<file path="config.mk">
export PLATFORM = sky130hd
export DESIGN_NAME = prog_loader_flat
export DESIGN_NICKNAME = d
export VERILOG_FILES = /design/src/rtl/prog_loader_pkg.sv /design/src/rtl/prog_loader_if.sv /design/src/rtl/prog_loader_byte_packer.sv /design/src/rtl/prog_loader.sv /design/src/flat_wrapper.sv
export SDC_FILE = /design/constraint.sdc
export NUM_CORES = 1
export LEC_CHECK = 0
export CAP_MARGIN = 20
export CORE_UTILIZATION = 50
export DETAILED_ROUTE_END_ITERATION = 16
export HOLD_SLACK_MARGIN = 0.06
export PLACE_DENSITY = 0.86
export SETUP_SLACK_MARGIN = 0.15
export SLEW_MARGIN = 20
export SYNTH_ARGS = -nofsm -noshare
export SYNTH_HDL_FRONTEND = slang
export SYNTH_HIERARCHICAL = 1
export SYNTH_SLANG_ARGS = --single-unit
</file>
<file path="constraint.sdc">
create_clock -name clk -period 4.7 [get_ports clk]
set_clock_uncertainty 0.15 [all_clocks]
set_input_delay 0.94 -clock clk [delete_from_list [all_inputs] [get_ports clk]]
set_output_delay 0.94 -clock clk [all_outputs]
set_load 0.05 [all_outputs]
</file>
<file path="src/rtl/prog_loader_pkg.sv">
// Shared definitions for the program loader: FSM states, default geometry
// and helpers used by the RTL and by benches that pre-fill program memory.
package prog_loader_pkg;

    typedef enum logic [2:0] {
        IDLE  = 3'd0,
        COUNT = 3'd1,
        DATA  = 3'd2,
        CHECK = 3'd3,
        DONE  = 3'd4
    } loader_state_t;

    localparam int DEF_INSTR_W = 32;
    localparam int DEF_ADDR_W  = 8;
    localparam int PROG_DEPTH  = 1 << DEF_ADDR_W;
    localparam int INSTR_BYTES = DEF_INSTR_W / 8;

    // jal x0, 0 : a self-loop, so a cpu fetching unloaded memory just spins
    localparam logic [DEF_INSTR_W-1:0] STALL_INSTRUCTION = 32'h0000_006F;

    // A count byte of zero encodes a full memory of 2**addr_w words.
    function automatic int unsigned word_count(input logic [7:0] count_byte,
                                               input int unsigned addr_w);
        if (count_byte == 8'd0) begin
            return 32'd1 << addr_w;
        end
        return {24'd0, count_byte};
    endfunction

endpackage

</file>
<file path="src/rtl/prog_loader_if.sv">
// Bundle of the loader's byte-stream input, program-memory write port,
// control/status levels and the loader FSM state for observation.
interface prog_loader_if
    import prog_loader_pkg::*;
#(
    parameter int ADDR_W  = DEF_ADDR_W,
    parameter int INSTR_W = DEF_INSTR_W
) ();

    // Byte stream handshake: a byte transfers on a rising clk edge where
    // in_valid && in_ready are both high; in_valid may rise regardless of
    // in_ready, in_data only matters while in_valid is high, and a byte
    // offered while in_ready is low is simply left pending.
    logic                start;
    logic                in_valid;
    logic [7:0]          in_data;
    logic                in_ready;

    logic [ADDR_W-1:0]   prog_address;
    logic [INSTR_W-1:0]  prog_wdata;
    logic                prog_write_enable;

    logic                cpu_hold;
    logic                done;
    logic                error;
    loader_state_t       state;

    modport master (
        input  start, in_valid, in_data,
        output in_ready, prog_address, prog_wdata, prog_write_enable,
        output cpu_hold, done, error, state
    );

    modport slave (
        output start, in_valid, in_data,
        input  in_ready, prog_address, prog_wdata, prog_write_enable,
        input  cpu_hold, done, error, state
    );

endinterface

</file>
<file path="src/rtl/prog_loader_byte_packer.sv">
// MSB-first byte packer: collects INSTR_W/8 bytes and presents the finished
// word with a one-cycle word_valid pulse on the cycle after the last byte.
module prog_loader_byte_packer #(
    parameter int INSTR_W = 32
) (
    input  logic               clk,
    input  logic               rst,
    input  logic               clear,
    input  logic               enable,
    input  logic [7:0]         byte_in,
    output logic               last_byte,
    output logic               word_valid,
    output logic [INSTR_W-1:0] word
);

    localparam int BYTES = INSTR_W / 8;
    localparam int CNT_W = (BYTES > 1) ? $clog2(BYTES) : 1;

    logic [CNT_W-1:0]   byte_cnt;
    logic [INSTR_W-1:0] shreg;
    logic [INSTR_W-1:0] shifted;

    generate
        if (BYTES > 1) begin : g_multi
            assign shifted = {shreg[INSTR_W-9:0], byte_in};
        end else begin : g_single
            assign shifted = byte_in;
        end
    endgenerate

    assign last_byte = (byte_cnt == CNT_W'(BYTES - 1));

    // word holds the last completed word so the write data stays stable
    // while the next word is being shifted in.
    always_ff @(posedge clk or posedge rst) begin
        if (rst) begin
            byte_cnt   <= '0;
            shreg      <= '0;
            word       <= '0;
            word_valid <= 1'b0;
        end else begin
            word_valid <= 1'b0;
            if (clear) begin
                byte_cnt <= '0;
                shreg    <= '0;
            end else if (enable) begin
                shreg <= shifted;
                if (last_byte) begin
                    byte_cnt   <= '0;
                    word       <= shifted;
                    word_valid <= 1'b1;
                end else begin
                    byte_cnt <= byte_cnt + CNT_W'(1);
                end
            end
        end
    end

endmodule

</file>
<file path="src/rtl/prog_loader.sv">
// Program loader: count byte + MSB-first instruction bytes -> program memory
// writes, holding the cpu in reset until a good load. Option: PROG_LOADER_CHECKSUM_EN.
module prog_loader
    import prog_loader_pkg::*;
#(
    parameter int                INSTR_W   = DEF_INSTR_W,
    parameter int                ADDR_W    = DEF_ADDR_W,
    parameter logic [ADDR_W-1:0] BASE_ADDR = '0
) (
    input  logic           clk,
    input  logic           rst,
    prog_loader_if.master  bus
);

    loader_state_t      state;
    loader_state_t      state_next;
    logic               ready;
    logic               accept;
    logic               pack_en;
    logic               pack_clear;
    logic               last_byte;
    logic               word_valid;
    logic [INSTR_W-1:0] word;
    logic [ADDR_W:0]    words_left;
    logic [ADDR_W-1:0]  addr;
    logic               load_start;

    assign accept     = bus.in_valid && ready;
    assign pack_en    = (state == DATA) && accept;
    assign pack_clear = (state == COUNT);
    assign load_start = ((state == IDLE) || (state == DONE)) && bus.start;

    prog_loader_byte_packer #(.INSTR_W(INSTR_W)) u_packer (
        .clk        (clk),
        .rst        (rst),
        .clear      (pack_clear),
        .enable     (pack_en),
        .byte_in    (bus.in_data),
        .last_byte  (last_byte),
        .word_valid (word_valid),
        .word       (word)
    );

    always_ff @(posedge clk or posedge rst) begin
        if (rst) begin
            state <= IDLE;
        end else begin
            state <= state_next;
        end
    end

    // DATA stays put through the final write strobe with in_ready low, so
    // done only rises the cycle after the last word has been written.
    always_comb begin
        state_next = state;
        ready      = 1'b0;
        case (state)
            IDLE: begin
                if (bus.start) state_next = COUNT;
            end
            COUNT: begin
                ready = 1'b1;
                if (bus.in_valid) state_next = DATA;
            end
            DATA: begin
                ready = (words_left != '0);
                if ((words_left == '0) && word_valid) begin
`ifdef PROG_LOADER_CHECKSUM_EN
                    state_next = CHECK;
`else
                    state_next = DONE;
`endif
                end
            end
`ifdef PROG_LOADER_CHECKSUM_EN
            CHECK: begin
                ready = 1'b1;
                if (bus.in_valid) state_next = DONE;
            end
`endif
            DONE: begin
                if (bus.start) state_next = COUNT;
            end
            default: state_next = IDLE;
        endcase
    end

    always_ff @(posedge clk or posedge rst) begin
        if (rst) begin
            words_left <= '0;
            addr       <= BASE_ADDR;
        end else begin
            if ((state == COUNT) && accept) begin
                words_left <= (ADDR_W+1)'(word_count(bus.in_data, ADDR_W));
                addr       <= BASE_ADDR;
            end else begin
                if (pack_en && last_byte) begin
                    words_left <= words_left - (ADDR_W+1)'(1);
                end
                if (word_valid) begin
                    addr <= addr + ADDR_W'(1);
                end
            end
        end
    end

`ifdef PROG_LOADER_CHECKSUM_EN
    logic [7:0] csum;
    logic       err;

    // Running XOR over data bytes only; the count byte resets it.
    always_ff @(posedge clk or posedge rst) begin
        if (rst) begin
            csum <= '0;
            err  <= 1'b0;
        end else begin
            if (load_start) begin
                err <= 1'b0;
            end
            if ((state == COUNT) && accept) begin
                csum <= '0;
            end else if (pack_en) begin
                csum <= csum ^ bus.in_data;
            end
            if ((state == CHECK) && accept) begin
                err <= (bus.in_data != csum);
            end
        end
    end

    assign bus.error    = err;
    assign bus.cpu_hold = !((state == DONE) && !err);
`else
    logic unused_start;
    assign unused_start = load_start;
    assign bus.error    = 1'b0;
    assign bus.cpu_hold = (state != DONE);
`endif

    assign bus.in_ready          = ready;
    assign bus.prog_address      = addr;
    assign bus.prog_wdata        = word;
    assign bus.prog_write_enable = word_valid;
    assign bus.done              = (state == DONE);
    assign bus.state             = state;

endmodule

</file>
<file path="src/flat_wrapper.sv">
// flat-port wrapper written by rule: the top's interface ports become plain ports
module prog_loader_flat import prog_loader_pkg::*;
#(
    parameter int                INSTR_W   = DEF_INSTR_W,
    parameter int                ADDR_W    = DEF_ADDR_W,
    parameter logic [ADDR_W-1:0] BASE_ADDR = '0
)
  (clk, rst, bus_start, bus_in_valid, bus_in_data, bus_in_ready, bus_prog_address, bus_prog_wdata, bus_prog_write_enable, bus_cpu_hold, bus_done, bus_error, bus_state);
  prog_loader_if #(.ADDR_W(ADDR_W), .INSTR_W(INSTR_W)) bus_i ();
  input  logic clk;
  input  logic rst;
  input wire logic [$bits(bus_i.start)-1:0] bus_start;
  input wire logic [$bits(bus_i.in_valid)-1:0] bus_in_valid;
  input wire logic [$bits(bus_i.in_data)-1:0] bus_in_data;
  output wire logic [$bits(bus_i.in_ready)-1:0] bus_in_ready;
  output wire logic [$bits(bus_i.prog_address)-1:0] bus_prog_address;
  output wire logic [$bits(bus_i.prog_wdata)-1:0] bus_prog_wdata;
  output wire logic [$bits(bus_i.prog_write_enable)-1:0] bus_prog_write_enable;
  output wire logic [$bits(bus_i.cpu_hold)-1:0] bus_cpu_hold;
  output wire logic [$bits(bus_i.done)-1:0] bus_done;
  output wire logic [$bits(bus_i.error)-1:0] bus_error;
  output wire logic [$bits(bus_i.state)-1:0] bus_state;
  assign bus_i.start = bus_start;
  assign bus_i.in_valid = bus_in_valid;
  assign bus_i.in_data = bus_in_data;
  assign bus_in_ready = bus_i.in_ready;
  assign bus_prog_address = bus_i.prog_address;
  assign bus_prog_wdata = bus_i.prog_wdata;
  assign bus_prog_write_enable = bus_i.prog_write_enable;
  assign bus_cpu_hold = bus_i.cpu_hold;
  assign bus_done = bus_i.done;
  assign bus_error = bus_i.error;
  assign bus_state = bus_i.state;
  prog_loader #(.INSTR_W(INSTR_W), .ADDR_W(ADDR_W), .BASE_ADDR(BASE_ADDR)) u_core (.clk(clk), .rst(rst), .bus(bus_i));
endmodule
</file>
# Word-level counts from Yosys, hierarchy flattened
# Index checks and enable logic that the tools add are counted.
# Widths: inputs -> output; s select.
# word_totals
register_bits	79
inputBits	12
output_inout_bits	48
elab_cells	55
# op_classes
n_addsub	3
eq_ne	8
muxes	21
n_bitwise	1
reduce_logical	15
# ops
op	count
$mux 24	2
$mux 9	4
$mux 8	2
$logic_not 9->1	1
$mux 3	3
$pmux 3 s3	1
$reduce_bool 9->1	1
$sub 9x1->9 const B	1
$add 8x1->8 const B	1
$logic_not 8->1	1
$mux 2	3
$reduce_and 3->1	2
$reduce_bool 2->1	3
$logic_and 1x1->1	5
$mux 1	5
$ne 2x2->1 const B	2
$eq 3x1->1 const B	1
$eq 3x2->1 const B	1
$eq 3x3->1 const B	1
$logic_not 3->1	1
$ne 3x3->1 const B	1
$add 2x1->2 const B	1
$eq 2x2->1 const B	1
$ne 2x1->1 const B	1
other kinds (3)	3

# Logic depth before layout (Yosys ltp)
# Gate-level depths: netlist of run 1.
# depth
depth_word	7
depth_mapped	10
depth_no_buf	8

# Modules after synthesis
# The synthesis of run 1 kept the hierarchy.
# by_module_without_submodules
module	instances	cells_per_inst	area_per_inst_um2	seq_area_each_um2
prog_loader_byte_packer	1	156	2417.3	1476.4
prog_loader	1	122	1161.1	500.5

# Worst setup path after synthesis of run 1
# OpenSTA, ideal clock, no wires.
# synth_timing
path_kind	reg-to-output
startpoint	reg u_core.words_left[0]
endpoint	out bus_in_ready
arrival_ns	2.015
required_time_ns	3.610
setup_slack_ns	1.595
stages_incl_launch_ff	7
path_cell_list	dfrtp_1 inv_1 ha_1 or3b_2 nor3_2 or2_2 a21oi_1
# synth_via
elab_chain_len	2
# synth_rtl
element	line	rtl
from (decl)	prog_loader.sv:24	logic [ADDR_W:0] words_left;
from (signal assigned)	prog_loader.sv:94	words_left <= (ADDR_W+1)'(word_count(bus.in_data, ADDR_W));
from (signal assigned)	prog_loader.sv:98	words_left <= words_left - (ADDR_W+1)'(1);
$reduce_bool 9->1	prog_loader.sv:66	ready = (words_left != '0);
$pmux 1 s2	prog_loader.sv:57	case (state)
to (decl)	flat_wrapper.sv:15	output wire logic [$bits(bus_i.in_ready)-1:0] bus_in_ready;
# No other way between the ends.

# Final worst setup path of run 1
# Same ends and word-level chain as after synthesis.

==> results of run 1 <==
[power groups by stage]
stage / clock network (W) / registers [W] / logic (W)
2_1_floorplan: 0 / 0.000951 / 0.000320
3_3_place_gp: 0 / 0.000898 / 0.000499
3_5_place_dp: 0 / 0.000906 / 0.000516
4_1_cts: 0.000473 / 0.000894 / 0.000518
5_1_grt: 0.000504 / 0.000910 / 0.000562
6_report: 0.000461 / 0.000896 / 0.000521
[flip-flops by register name, indices dropped and copies added (netlist names)]
name and flops:
u_core/u_packer/word 32, u_core/u_packer/shreg 24, u_core/words_left 9, u_core/bus.prog_address 8
u_core/bus.state 3, u_core/u_packer/byte_cnt 2, u_core/u_packer/word_valid 1
[cells in the mapped netlist (3+ instances only)]
cell type  count  area, um2
dfrtp_1       79       1980
mux2_4        30        450
nand3_1        5       25.0
nand2b_1       3       18.8
mux2_2         3       33.8
clkbuf_1       5       18.8
buf_6          5       56.3
mux2i_1       29        290
xor2_1         6       52.6
o21ai_0        6       30.0
inv_1          6       22.5
nand4b_1       3       26.3
ha_1           3       37.5
buf_4          4       30.0
nand2_1        9       33.8
nor2_1        44        165
a21oi_1        5       25.0
xnor2_1        4       35.0
[worst paths after layout]
kind                       slack [ps]  cells past startpoint                        end                      from
min in group asynchronous         750                      2  u_core/u_packer/shreg[12]                       rst
max in group asynchronous        2930                      4    u_core/u_packer/word[2]                       rst
max reg2reg                      1780                      8   u_core/u_packer/word[27]      u_core/words_left[0]
min reg2reg                       370                      1   u_core/u_packer/word[15]  u_core/u_packer/word[15]
min                               370                      1   u_core/u_packer/word[15]  u_core/u_packer/word[15]
max                               790                      7               bus_in_ready      u_core/words_left[0]
[layout make-up]
type / instances / area share (%)
well taps: 96 / 2.72
flip-flops and latches: 79 / 44.8
clock buffers: 9 / 2.81
inverters: 6 / 0.511
repair buffers: 62 / 14.1
clock inverters: 7 / 1.25
multi-input cells: 179 / 33.7
[cell families (layout without fill, tap and decap cells)]
kind of cell	count (synthesis)	after routing	synth area share [%]
flip-flops	79	79	55.2
other	1	1	0.105
AND/OR/NAND/NOR	84	84	12.1
adder cells (fa/ha/maj)	3	3	1.05
buffers and inverters	20	84	3.57
XOR/XNOR	10	10	2.45
AO/OA/AOI/OAI	19	19	3.81
multiplexers	62	62	21.6
[metrics by stage]
stage | hold slack, ps | area, um2
after detailed placement | 340 | 4210
after global routing | 381 | 4410
after CTS | 369 | 4390
after floorplan | 330 | 3580
after global placement | 341 | 4210
final | 366 | 4410
[routing by layer]
layer / vias up / track usage, % / routed length, um
met4: 0 / 10.2 / 87
met2: 63 / 30.9 / 3480
met5: - / 0 / 0
li1: 1082 / - / -
met3: 7 / 3.90 / 270
met1: 1117 / 27.9 / 3170
==> metrics.cfg, run 1 <==
[run_status]
status = complete, no violations

[sta]
fin_ws_ps = 795
setup_viol = 0
totalNegativeSetupSlack_ps = 0
finalCritPeriodShare_pct = 83.1
fin_crit_ps = 3910
hold_violations = 0
clock.fmax_ghz = 0.256
slew_headroom_pct = 46.5
rsz0062_at_grt = no
worstMarginPinSlew_ps = 802
drv_slew = 0

[finish]
utilization_pct = 64.2
nets = 352
drive_above_1_share_pct = 19.6
antenna_cells = 0
fill_cells = 502
syn_to_final_growth_pct = 23.2
multi_input_area_um2 = 1490
regArea_um2 = 1980
final_common_cell = dfrtp_1
mostFrequentLayoutCells = 79 x dfrtp_1, 58 x clkdlybuf4s50_1, 41 x nor2_1
stdcell_count = 438

[route]
wl_um = 7010
drt_iter0_markers = 122
routedWlPerCell_um = 16.0
vias = 2269
antenna_left = 0
firstDrtPassIters = 5
viasPerCell = 5.18
route.detailed.drc = 0

[power]
combPwrFrac_pct = 27.7
power_density_nw_per_um2 = 426
p_seq_share_pct = 47.7
power_frac_clock_pct = 24.5
power.leakage_nw = 2.11
vdd_ir_drop_max_mv = 0.198
p_int_w = 0.00119
power.share.switching_pct = 36.4
fin_total_pwr_w = 0.00188
switching_power_w = 0.000683

[clock_tree]
post_cts_buffers = 0
cts.sinks = 79
cts_hold_repair.buffers = 0
cts_tree = built
h-tree-depth = 3
insertion_delay_ps = 350
clockBufferDepth = 2
cts_resized = 0
root_buffer = clkbuf_8
path_clk_slew_ps = 80
numCtsBuffers = 9

[job]
cap_violations = 0

[die]
rows = 30
io_pins = 60
start_util_pct = 52.1
die_h_um = 86.6
dieArea_um2 = 7500
core_area_um2 = 6870
die_w_um = 86.6

[setup_path]
cp_slowest_cell = clkdlybuf4s50_1
crit_chain = inv_1, ha_1, or3b_2, nor3_2, or2_2, a21oi_1, clkdlybuf4s50_1
arrival_ps = 2820
cp.required_ps = 3610
critical-path-max-stage-delay_ps = 710
crit_fanout = 6
worst-setup-path-type = register to primary output
critPathBufInv = 2
cp-end-kind = primary output
crit_family = simple AND/OR/NAND/NOR gates
startpoint_type = register

[placement]
pre_cts_ws_ps = 1180
io_buffers = 58
dp.cells = 421
place_congestion = 0.906
hpwlAfterDp_um = 4620

[synthesis]
syn_area_um2 = 3580
yosysWarnings = 6
synth_edf_count = 0
ys_seq_area_share_pct = 55.2
synth_nets = 293
yosys_register_bits = 79
ys_async_sr_fraction_pct = 100
yosysUniqueCellTypes = 41
syn-mean-instance-area_um2 = 12.9
synth_flop_cell = dfrtp_1
netlist_instances = 278

[hold_path]
min_path_type = register to register

[grt]
track_usage_pct = 20.3
antenna_found_initial = 0
grt_max_degree = 49
grt_pass1_wl_um = 11400
grt_pass1_vias = 2214
grt_overflow = 0

No activity file was read; power rests on OpenSTA's default activity.
==> run 2, diff against run 1 <==
Settings changed: CORE_UTILIZATION 50 to 48.
Clock period 4.7 ns to 3.3 ns, I/O delays scaled along.
==> run 2 against run 1 <==
Global-route usage up 0.44 points. Sequential share of layout area down 0.80 points. Clock power up 47%. Count of clock-buffer cells in the layout up 3. Utilization down 2.0 points. Sequential cell count unchanged. Wire length up 8.5%. Register-to-register slack worse by 1300 ps. Worst setup slack worse by 590 ps. Non-clock buffer count up 8. Final cell count up 2.7%. Critical path type unchanged.
==> metrics.cfg, run 2 (synthesis gave the netlist of run 1 again) <==
[finish]
largest_reg_flops = 32
final_common_cell = dfrtp_1
nets = 361
antenna_cells = 0
fill_cells = 572
mostFrequentLayoutCells = 79 x dfrtp_1, 57 x clkdlybuf4s50_1, 42 x nor2_1
utilization_pct = 62.2
final_cell_area_um2 = 4490
stdcell_count = 450
syn_to_final_growth_pct = 25.4
drive_above_1_share_pct = 21.7
largest-register = u_core/u_packer/word
top_regs = u_core/u_packer/word: 32 flops, u_core/u_packer/shreg: 24 flops, u_core/words_left: 9 flops

[setup_path]
crit_chain = inv_1, ha_1, or3b_2, nor3_2, or2_2, a21oi_1, buf_4
cp-end-kind = primary output
startpoint_type = register
crit_fanout = 5
arrival_ps = 2280
critical-path-max-stage-delay_ps = 560
worst-setup-path-type = register to primary output
cp.required_ps = 2490
cp_slowest_cell = or3b_2

[placement]
place_congestion = 0.800
hpwlAfterDp_um = 5090
place_area_um2 = 4250
dp.cells = 428
io_buffers = 58

[clock_tree]
cts_resized = 0
path_clk_slew_ps = 80
cts.sinks = 79
cts_tree = built
insertion_delay_ps = 340
numCtsBuffers = 9
clockBufferDepth = 2
root_buffer = clkbuf_8
h-tree-depth = 3

[die]
die_h_um = 88.3
start_util_pct = 49.6
dieArea_um2 = 7800
rows = 31
io_pins = 60
die_w_um = 88.3
core_area_um2 = 7210

[route]
drt_iter0_markers = 192
route.top_layer_used = met4
wl_met1_um = 3360
wl_met3_um = 266
routed-wl-met2_um = 3850
antenna_left = 0
wl_um = 7610
vias = 2395
routedWlPerCell_um = 16.9
firstDrtPassIters = 4
viasPerCell = 5.32
route.detailed.drc = 0

[sta]
holdWs_ps = 358
worstMarginPinSlew_ps = 904
setup_viol = 0
hold_violations = 0
clock.fmax_ghz = 0.324
drv_slew = 0
fin_crit_ps = 3090
rsz0062_at_grt = no
finalCritPeriodShare_pct = 93.6
slew_headroom_pct = 39.7

[grt]
antenna_found_initial = 0
grt_pass1_wl_um = 11900
grt_pass1_vias = 2382
grt_overflow = 0
grt_max_degree = 28
track_usage_pct = 20.7

[power]
power_density_nw_per_um2 = 609
power.leakage_nw = 2.16
vdd_ir_drop_max_mv = 0.322

[job]
cap_violations = 0

[hold_path]
min_path_type = register to register

[run_status]
status = complete, no violations

-- run 2: cell count changes in the layout (fill, tap and decap cells not counted), sizes merged --
cell,delta
clkbuf,+3
clkinv,-1
clkinvlp,+1
inv,-3
buf,+9
nor2,+1
clkdlybuf4s50,-1
-- run 2: area by class of cell --
| class | instances | area, um2 | share of cell area [%] |
|---|---|---|---|
| Clock buffer | 12 | 165 | 3.68 |
| Multi-Input combinational cell | 180 | 1490 | 33.2 |
| Tap cell | 99 | 124 | 2.76 |
| Clock inverter | 4 | 28.8 | 0.641 |
| Timing Repair Buffer | 70 | 681 | 15.2 |
| Sequential cell | 79 | 1980 | 44.0 |
| Inverter | 6 | 22.5 | 0.502 |
-- run 2: path summary, 6_finish.rpt --
path / startpoint / cells past startpoint / to / slack (ps)
worst min register to register: u_core/u_packer/word[19] / 1 / u_core/u_packer/word[19] / 360
worst min-delay path: u_core/u_packer/word[19] / 1 / u_core/u_packer/word[19] / 360
max in group asynchronous: rst / 3 / u_core/u_packer/byte_cnt[1] / 1780
min in group asynchronous: rst / 2 / u_core/u_packer/shreg[1] / 570
worst max-delay path: u_core/words_left[0] / 7 / bus_in_ready / 210
worst max register to register: u_core/words_left[0] / 9 / u_core/u_packer/word[28] / 510
-- run 2: worst max-delay path: cells and delay by family, from the launching register on --
family	cells	cell delay [ps]
buffers and inverters	2	290
AO/OA/AOI/OAI	1	100
flip-flops	1	390
AND/OR/NAND/NOR	3	960
adder cells (fa/ha/maj)	1	190
-- run 2: per-layer routing --
layer / up-vias / GRT usage, %
met5: - / 0
met4: 0 / 10.9
met3: 10 / 3.17
met2: 72 / 33.5
met1: 1216 / 27.2
li1: 1097 / -
-- run 2: report_power, final --
part	leakage (nW)	switching, W	total (W)	internal (W)
sequential	1.08	0.000163	0.00129	0.00112
combinational	0.988	0.000462	0.000773	0.000311
clock	0.0946	0.000343	0.000678	0.000335
-- run 2: repair_timing --
item                       CTS  global route
pin swaps                    1             1
setup endpoints to repair   29            11
buffers inserted             0             5
gates cloned                 1             0
hold buffers                 0             0
-- run 2: through the flow --
stage / power [W] / worst slack (ps) / setup TNS [ps]
after CTS: 0.00272 / 219 / 0
final: 0.00274 / 210 / 0
after global placement: 0.00199 / -13.4 / -90.5
after detailed placement: 0.00203 / -79.6 / -1220
after floorplan: 0.00181 / 475 / 0
after global routing: 0.00286 / 155 / 0
